### config.mk
export PLATFORM = sky130hd
export DESIGN_NAME = single_to_int_flat
export DESIGN_NICKNAME = d
export VERILOG_FILES = /design/src/rtl/single_to_int_if.sv /design/src/rtl/single_to_int.sv /design/src/flat_wrapper.sv
export SDC_FILE = /design/constraint.sdc
export NUM_CORES = 1
export LEC_CHECK = 0
export ABC_AREA = 0
export BUFFER_PORTS_ARGS = -buffer_cell sky130_fd_sc_hd__buf_2
export CORE_MARGIN = 3
export CORE_UTILIZATION = 60
export CTS_BUF_LIST = sky130_fd_sc_hd__clkbuf_8
export CTS_CLUSTER_DIAMETER = 40
export DETAILED_ROUTE_END_ITERATION = 10
export PLACE_DENSITY_LB_ADDON = 0.12
export SLEW_MARGIN = 25
export SYNTH_ARGS = -nofsm -noshare
export SYNTH_HDL_FRONTEND = slang
export SYNTH_SLANG_ARGS = --single-unit
export TNS_END_PERCENT = 50
### constraint.sdc
create_clock -name clk -period 6.2 [get_ports clk]
set_clock_uncertainty 0.2 [all_clocks]
set_input_delay 0.93 -clock clk [delete_from_list [all_inputs] [get_ports clk]]
set_output_delay 0.93 -clock clk [all_outputs]
set_load 0.02 [all_outputs]
### src/rtl/single_to_int_if.sv
`default_nettype none
// +----------------------------------------------------------------------+
// | Module   : single_to_int_if                                          |
// | Purpose  : stb/ack handshake bundle for the float-to-int converter:  |
// |            one float operand in, one saturating integer result out.  |
// | Revision : 1.0  initial release                                      |
// +----------------------------------------------------------------------+
interface single_to_int_if;
  logic [31:0] input_a;
  logic        input_a_stb;
  logic        input_a_ack;
  logic [31:0] output_z;
  logic        output_z_ovf;
  logic        output_z_stb;
  logic        output_z_ack;

  // Converter side
  modport slave (
    input  input_a, input_a_stb, output_z_ack,
    output input_a_ack, output_z, output_z_ovf, output_z_stb
  );

  // Producer/consumer side
  modport master (
    output input_a, input_a_stb, output_z_ack,
    input  input_a_ack, output_z, output_z_ovf, output_z_stb
  );
endinterface
`default_nettype wire

### src/rtl/single_to_int.sv
`default_nettype none
// +----------------------------------------------------------------------+
// | Module   : single_to_int                                             |
// | Purpose  : IEEE-754 single to signed 32-bit integer, truncating      |
// |            toward zero and saturating out-of-range values.           |
// | Revision : 1.0  initial release                                      |
// +----------------------------------------------------------------------+
module single_to_int #(
  parameter logic [31:0] NAN_VALUE = 32'h80000000
) (
  input  logic             clk,
  input  logic             rst,   // asynchronous, active-low
  single_to_int_if.slave   bus
);

  typedef enum logic [1:0] {
    GET_A   = 2'd0,
    UNPACK  = 2'd1,
    CONVERT = 2'd2,
    PUT_Z   = 2'd3
  } state_t;

  localparam logic [31:0] c_NEG_2_31 = 32'hCF000000;

  state_t      r_state, w_state_nxt;
  logic [31:0] r_a, w_a_nxt;
  logic        r_s, w_s_nxt;
  logic [7:0]  r_exp, w_exp_nxt;
  logic [23:0] r_m, w_m_nxt;
  logic        r_ack, w_ack_nxt;
  logic [31:0] r_z, w_z_nxt;
  logic        r_ovf, w_ovf_nxt;
  logic        r_stb, w_stb_nxt;

  logic [31:0] w_mag;
  logic [31:0] w_conv_z;
  logic        w_conv_ovf;

  assign bus.input_a_ack  = r_ack;
  assign bus.output_z     = r_z;
  assign bus.output_z_ovf = r_ovf;
  assign bus.output_z_stb = r_stb;

  // Conversion of the unpacked operand; exponent tests use the biased
  // field directly: e<0 is E<127, e>=31 is E>=158, e>=23 is E>=150.
  always_comb begin
    w_mag      = '0;
    w_conv_z   = '0;
    w_conv_ovf = 1'b0;
    if (r_exp == 8'hFF && r_m[22:0] != 23'd0) begin
      w_conv_z   = NAN_VALUE;
      w_conv_ovf = 1'b1;
    end else if (r_exp < 8'd127) begin
      w_conv_z   = '0;
    end else if (r_exp >= 8'd158) begin
      if (r_a == c_NEG_2_31) begin
        w_conv_z = 32'h80000000;
      end else begin
        w_conv_z   = r_s ? 32'h80000000 : 32'h7FFFFFFF;
        w_conv_ovf = 1'b1;
      end
    end else begin
      if (r_exp >= 8'd150) begin
        w_mag = {8'd0, r_m} << (r_exp - 8'd150);
      end else begin
        w_mag = {8'd0, r_m} >> (8'd150 - r_exp);
      end
      w_conv_z = r_s ? -w_mag : w_mag;
    end
  end

  // Next-state and next-output logic; everything holds unless a state acts.
  always_comb begin
    w_state_nxt = r_state;
    w_a_nxt     = r_a;
    w_s_nxt     = r_s;
    w_exp_nxt   = r_exp;
    w_m_nxt     = r_m;
    w_ack_nxt   = r_ack;
    w_z_nxt     = r_z;
    w_ovf_nxt   = r_ovf;
    w_stb_nxt   = r_stb;
    unique case (r_state)
      GET_A: begin
        if (r_ack && bus.input_a_stb) begin
          w_a_nxt     = bus.input_a;
          w_ack_nxt   = 1'b0;
          w_state_nxt = UNPACK;
        end else begin
          w_ack_nxt   = 1'b1;
        end
      end
      UNPACK: begin
        w_s_nxt     = r_a[31];
        w_exp_nxt   = r_a[30:23];
        // Denormals flush to zero, so the hidden bit is only set for E!=0
        w_m_nxt     = (r_a[30:23] == 8'd0) ? 24'd0 : {1'b1, r_a[22:0]};
        w_state_nxt = CONVERT;
      end
      CONVERT: begin
        w_z_nxt     = w_conv_z;
        w_ovf_nxt   = w_conv_ovf;
        w_stb_nxt   = 1'b1;
        w_state_nxt = PUT_Z;
      end
      PUT_Z: begin
        if (bus.output_z_ack) begin
          // Raising ack on the way back saves a cycle: next accept is one edge later
          w_stb_nxt   = 1'b0;
          w_ack_nxt   = 1'b1;
          w_state_nxt = GET_A;
        end
      end
      default: begin
        w_state_nxt = GET_A;
      end
    endcase
  end

  // State and datapath registers with asynchronous clear.
  always_ff @(posedge clk or negedge rst) begin
    if (!rst) begin
      r_state <= GET_A;
      r_a     <= '0;
      r_s     <= 1'b0;
      r_exp   <= '0;
      r_m     <= '0;
      r_ack   <= 1'b0;
      r_z     <= '0;
      r_ovf   <= 1'b0;
      r_stb   <= 1'b0;
    end else begin
      r_state <= w_state_nxt;
      r_a     <= w_a_nxt;
      r_s     <= w_s_nxt;
      r_exp   <= w_exp_nxt;
      r_m     <= w_m_nxt;
      r_ack   <= w_ack_nxt;
      r_z     <= w_z_nxt;
      r_ovf   <= w_ovf_nxt;
      r_stb   <= w_stb_nxt;
    end
  end

endmodule
`default_nettype wire

### src/flat_wrapper.sv
// flat-port wrapper written by rule: the top's interface ports become plain ports
module single_to_int_flat 
#(
  parameter logic [31:0] NAN_VALUE = 32'h80000000
)
  (clk, rst, bus_input_a, bus_input_a_stb, bus_output_z_ack, bus_input_a_ack, bus_output_z, bus_output_z_ovf, bus_output_z_stb);
  single_to_int_if bus_i ();
  input  logic clk;
  input  logic rst;
  input wire logic [$bits(bus_i.input_a)-1:0] bus_input_a;
  input wire logic [$bits(bus_i.input_a_stb)-1:0] bus_input_a_stb;
  input wire logic [$bits(bus_i.output_z_ack)-1:0] bus_output_z_ack;
  output wire logic [$bits(bus_i.input_a_ack)-1:0] bus_input_a_ack;
  output wire logic [$bits(bus_i.output_z)-1:0] bus_output_z;
  output wire logic [$bits(bus_i.output_z_ovf)-1:0] bus_output_z_ovf;
  output wire logic [$bits(bus_i.output_z_stb)-1:0] bus_output_z_stb;
  assign bus_i.input_a = bus_input_a;
  assign bus_i.input_a_stb = bus_input_a_stb;
  assign bus_i.output_z_ack = bus_output_z_ack;
  assign bus_input_a_ack = bus_i.input_a_ack;
  assign bus_output_z = bus_i.output_z;
  assign bus_output_z_ovf = bus_i.output_z_ovf;
  assign bus_output_z_stb = bus_i.output_z_stb;
  single_to_int #(.NAN_VALUE(NAN_VALUE)) u_core (.clk(clk), .rst(rst), .bus(bus_i));
endmodule
==> results_tabular.tex <==
\begin{tabular}{lr}
\hline
Metric & Value \\
\hline
\multicolumn{2}{l}{\textbf{Run status}} \\
Result of the run & finished, final reports clean \\
\multicolumn{2}{l}{\textbf{Drt}} \\
Violation count after the first detailed-routing iteration & roughly 1100 \\
Via density per instance & 7.07 \\
Average routed wire per standard cell & 22.5 um \\
Length of the first detailed-routing pass in iterations & 5 \\
Remaining antenna violation count & 0 \\
Number of vias after detailed routing & 8393 \\
Post-route DRC & 0 \\
Wire length after detailed routing & approximately 27000 um \\
\multicolumn{2}{l}{\textbf{Timing}} \\
Unrepaired setup endpoints after global routing & false \\
Max-slew headroom at the worst pin & 27.4\% \\
Final number of setup-violating endpoints & 0 \\
Hold WS & 259 ps \\
Total count of hold-check failures in the final report & 0 \\
Final cycle utilization of the critical path & 87.9\% \\
Pins Over Slew Limit & 0 \\
Total Neg Setup Slack & 0 ps \\
Tightest Pin Transition & 1080 ps \\
Maximum clock frequency & between 150 and 200 MHz \\
Final worst path period need & 5450 ps \\
\multicolumn{2}{l}{\textbf{Worst setup path}} \\
WP data arrival & 5570 ps \\
Type of the worst setup path & register to register \\
Reg2Reg Setup Slack & between 700 and 800 ps \\
Crit-path max FO & 78 \\
Critical Path Slowest Stage Cell & sky130\_fd\_sc\_hd\_\_buf\_4 \\
Launching element type of the critical path & register \\
Kind of cell adding the most delay to the critical path & compound AO/OA/AOI/OAI gates \\
Buffers plus inverters on the worst setup path & 1 \\
Most repeated library cell on the critical path & sky130\_fd\_sc\_hd\_\_ha\_1 \\
Worst path cell trace & buf\_4 > ha\_1 > a21oi\_1 > o2111a\_1 > a311o\_4 > o211ai\_2 > o22ai\_1 > a31oi\_1 > ha\_1 > o21ai\_0 > nor2\_1 > nand4\_2 > or3\_1 > o311a\_1 > a211oi\_1 \\
Critical Path Start & u\_core.r\_exp[0] \\
Endpoint required time on the critical path & about 6300 ps \\
Reg2Reg Launch Point & u\_core.r\_exp[0] \\
Kind of end point of the critical path & register \\
Longest individual stage delay on the worst path & 740 ps \\
\multicolumn{2}{l}{\textbf{Global routing}} \\
Total GRT Usage & 32.5\% \\
GRT overflow & 0 \\
Vias in the first global route & 7559 \\
Met3 Track Usage GR & 4.33\% \\
Largest net degree at the start of global routing & 79 \\
Number of antenna violations at the first check in global routing & 0 \\
GRT met2 Usage & 48.9\% \\
Wire length of the first global-routing pass & 42200 um \\
Global Route met1 Usage & 48.7\% \\
Layer with the highest usage & met2 \\
\multicolumn{2}{l}{\textbf{Floorplan}} \\
Die Height & 128 um \\
Initial core utilization & 61.3\% \\
Ports & 71 \\
Width of the die & 128 um \\
Core area & approximately 15000 um2 \\
Total number of placement rows & 44 \\
Die area & between 15000 and 20000 um2 \\
\multicolumn{2}{l}{\textbf{CTS}} \\
Number of CTS-inserted buffers & 9 \\
Source-to-sink clock delay at the later pin of the worst-skew pair & roughly 400 ps \\
Clock tree from TritonCTS & done \\
Post-CTS Setup Repair Bufs & 0 \\
Quantity of gates resized following cts & 0 \\
Buffer depth of the longest clock path & 2 \\
H-Tree Depth & 3 \\
Clock-pin slew of the registers on the worst-case setup and hold paths & 100 ps \\
Number of clock sinks & slightly above 100 \\
Post-CTS Hold Buffers & 0 \\
Root Buffer & sky130\_fd\_sc\_hd\_\_clkbuf\_8 \\
\multicolumn{2}{l}{\textbf{Yosys}} \\
Number of synthesized register bits & 102 \\
Number of different library cells in the post-synthesis netlist & 94 \\
Cell count after synthesis & 980 \\
Syn Area/Cell & 9.13 um2 \\
Dominant synthesized flop cell & sky130\_fd\_sc\_hd\_\_dfrtp\_1 \\
Leading area contributor after synthesis & sky130\_fd\_sc\_hd\_\_dfrtp\_1 \\
Async set-reset flop share out of synthesis & 100\% \\
Post-synth EDFFs & 0 \\
Cell Area, Synth & 8950 um2 \\
Area share of the largest cell type after synthesis & between 20 and 30\% \\
Net count of the mapped netlist & $\sim$1000 \\
Biggest area contributors in the synthesized netlist & sky130\_fd\_sc\_hd\_\_dfrtp\_1 29\%, sky130\_fd\_sc\_hd\_\_mux2i\_1 7.4\%, sky130\_fd\_sc\_hd\_\_mux2\_2 6.9\%, sky130\_fd\_sc\_hd\_\_mux4\_2 6.0\%, sky130\_fd\_sc\_hd\_\_nand2\_1 3.8\% \\
Proportion of synthesized chip area in sequential cells & 28.5\% \\
Yosys warning count & 0 \\
\multicolumn{2}{l}{\textbf{Placement}} \\
Gp weighted congestion & 1.01 \\
Half-perimeter wire length after detailed placement & about 20000 um \\
Input/output buffers & 70 \\
\multicolumn{2}{l}{\textbf{Cells and area}} \\
Proportion of layout cells with a drive suffix above 1 & 22.5\% \\
Leading cell type in the layout, fill and taps excluded & sky130\_fd\_sc\_hd\_\_dfrtp\_1 \\
Fill cells & $\sim$1200 \\
Footprint of the flip-flops and latches & approximately 2600 um2 \\
Area added between synthesis and finish & 6.49\% \\
Most used cells in the layout excluding fill and tap cells & 101 x sky130\_fd\_sc\_hd\_\_dfrtp\_1, 91 x sky130\_fd\_sc\_hd\_\_nand2\_1, 69 x sky130\_fd\_sc\_hd\_\_nor2\_1, 69 x sky130\_fd\_sc\_hd\_\_buf\_2, 66 x sky130\_fd\_sc\_hd\_\_mux2i\_1 \\
Nets & between 1000 and 1500 \\
Combined area of the multi-input logic cells & 5960 um2 \\
Count of antenna diodes in the layout & 0 \\
\multicolumn{2}{l}{\textbf{Worst hold path}} \\
Type of the worst min-delay path & primary input to asynchronous set/reset pin \\
\multicolumn{2}{l}{\textbf{Run}} \\
Count of maximum capacitance violations & 0 \\
\hline
\end{tabular}
## cell type report
type,instances,share of cell area [%]
clock buffer,9,1.30
clock inverter,6,0.998
inverter,19,0.748
multi-input combinational,778,62.5
sequential,102,26.8
tap,184,2.42
timing repair buffer,89,5.20
## state kept, by name, summed over array words and instances, names as in the netlist
signal / flops
u_core.bus.input_a_ack: 1
u_core.bus.output_z: 32
u_core.bus.output_z_ovf: 1
u_core.bus.output_z_stb: 1
u_core.r_a: 32
u_core.r_exp: 8
u_core.r_m: 24
u_core.r_s: 1
u_core.r_state: 2
## worst paths after layout
| check | endpoint | cells after the start |
|---|---|---|
| setup / recovery | u_core.bus.output_z[24] | 15 |
| hold / removal | u_core.r_m[17] | 1 |
| setup reg to reg | u_core.bus.output_z[24] | 15 |
| hold reg to reg | u_core.bus.output_z[5] | 1 |
| max in group asynchronous | u_core.bus.output_z[31] | 2 |
| min in group clk | u_core.bus.output_z[5] | 1 |
## metrics by stage
| stage | area (um2) | setup slack, ps | std cells | util, % |
|---|---|---|---|---|
| after floorplan | 8950 | 1370 | 980 | - |
| after global placement | 9300 | 1010 | 1172 | 63.7 |
| after detailed placement | 9300 | 851 | 1172 | 63.7 |
| after CTS | 9520 | 811 | 1187 | 65.2 |
| after global routing | 9530 | 396 | 1187 | 65.3 |
| final | 9530 | 748 | 1187 | 65.3 |
## metal layers
metal / vias to the layer above / routed length [um]
li1: 3785 / -
met1: 4062 / 11400
met2: 470 / 12100
met3: 76 / 2350
met4: 0 / 820
met5: - / 0
## cells by family (layout without fill, tap and decap cells)
group / after synthesis / after routing / share of synthesized area (%)
AND/OR/NAND/NOR: 344 / 344 / 20.1
AO/OA/AOI/OAI: 252 / 252 / 21.4
multiplexers: 150 / 150 / 21.0
flip-flops: 102 / 102 / 28.5
buffers and inverters: 100 / 123 / 5.27
XOR/XNOR: 22 / 22 / 2.32
adder cells (fa/ha/maj): 10 / 10 / 1.40
## synth_stat cells (23+ instances only)
master,n
sky130_fd_sc_hd__a21oi_1,45
sky130_fd_sc_hd__mux4_2,24
sky130_fd_sc_hd__dfrtp_1,102
sky130_fd_sc_hd__nand2_1,91
sky130_fd_sc_hd__a22o_1,27
sky130_fd_sc_hd__nor3_1,33
sky130_fd_sc_hd__o21ai_0,31
sky130_fd_sc_hd__mux2_2,55
sky130_fd_sc_hd__nand3_1,43
sky130_fd_sc_hd__buf_2,23
sky130_fd_sc_hd__nor2_1,69
sky130_fd_sc_hd__mux2i_1,66
sky130_fd_sc_hd__clkbuf_1,42
Power is left out: the tool's default activity adds up to more than one toggle a clock period on the data nets, which glitch-free logic cannot reach.
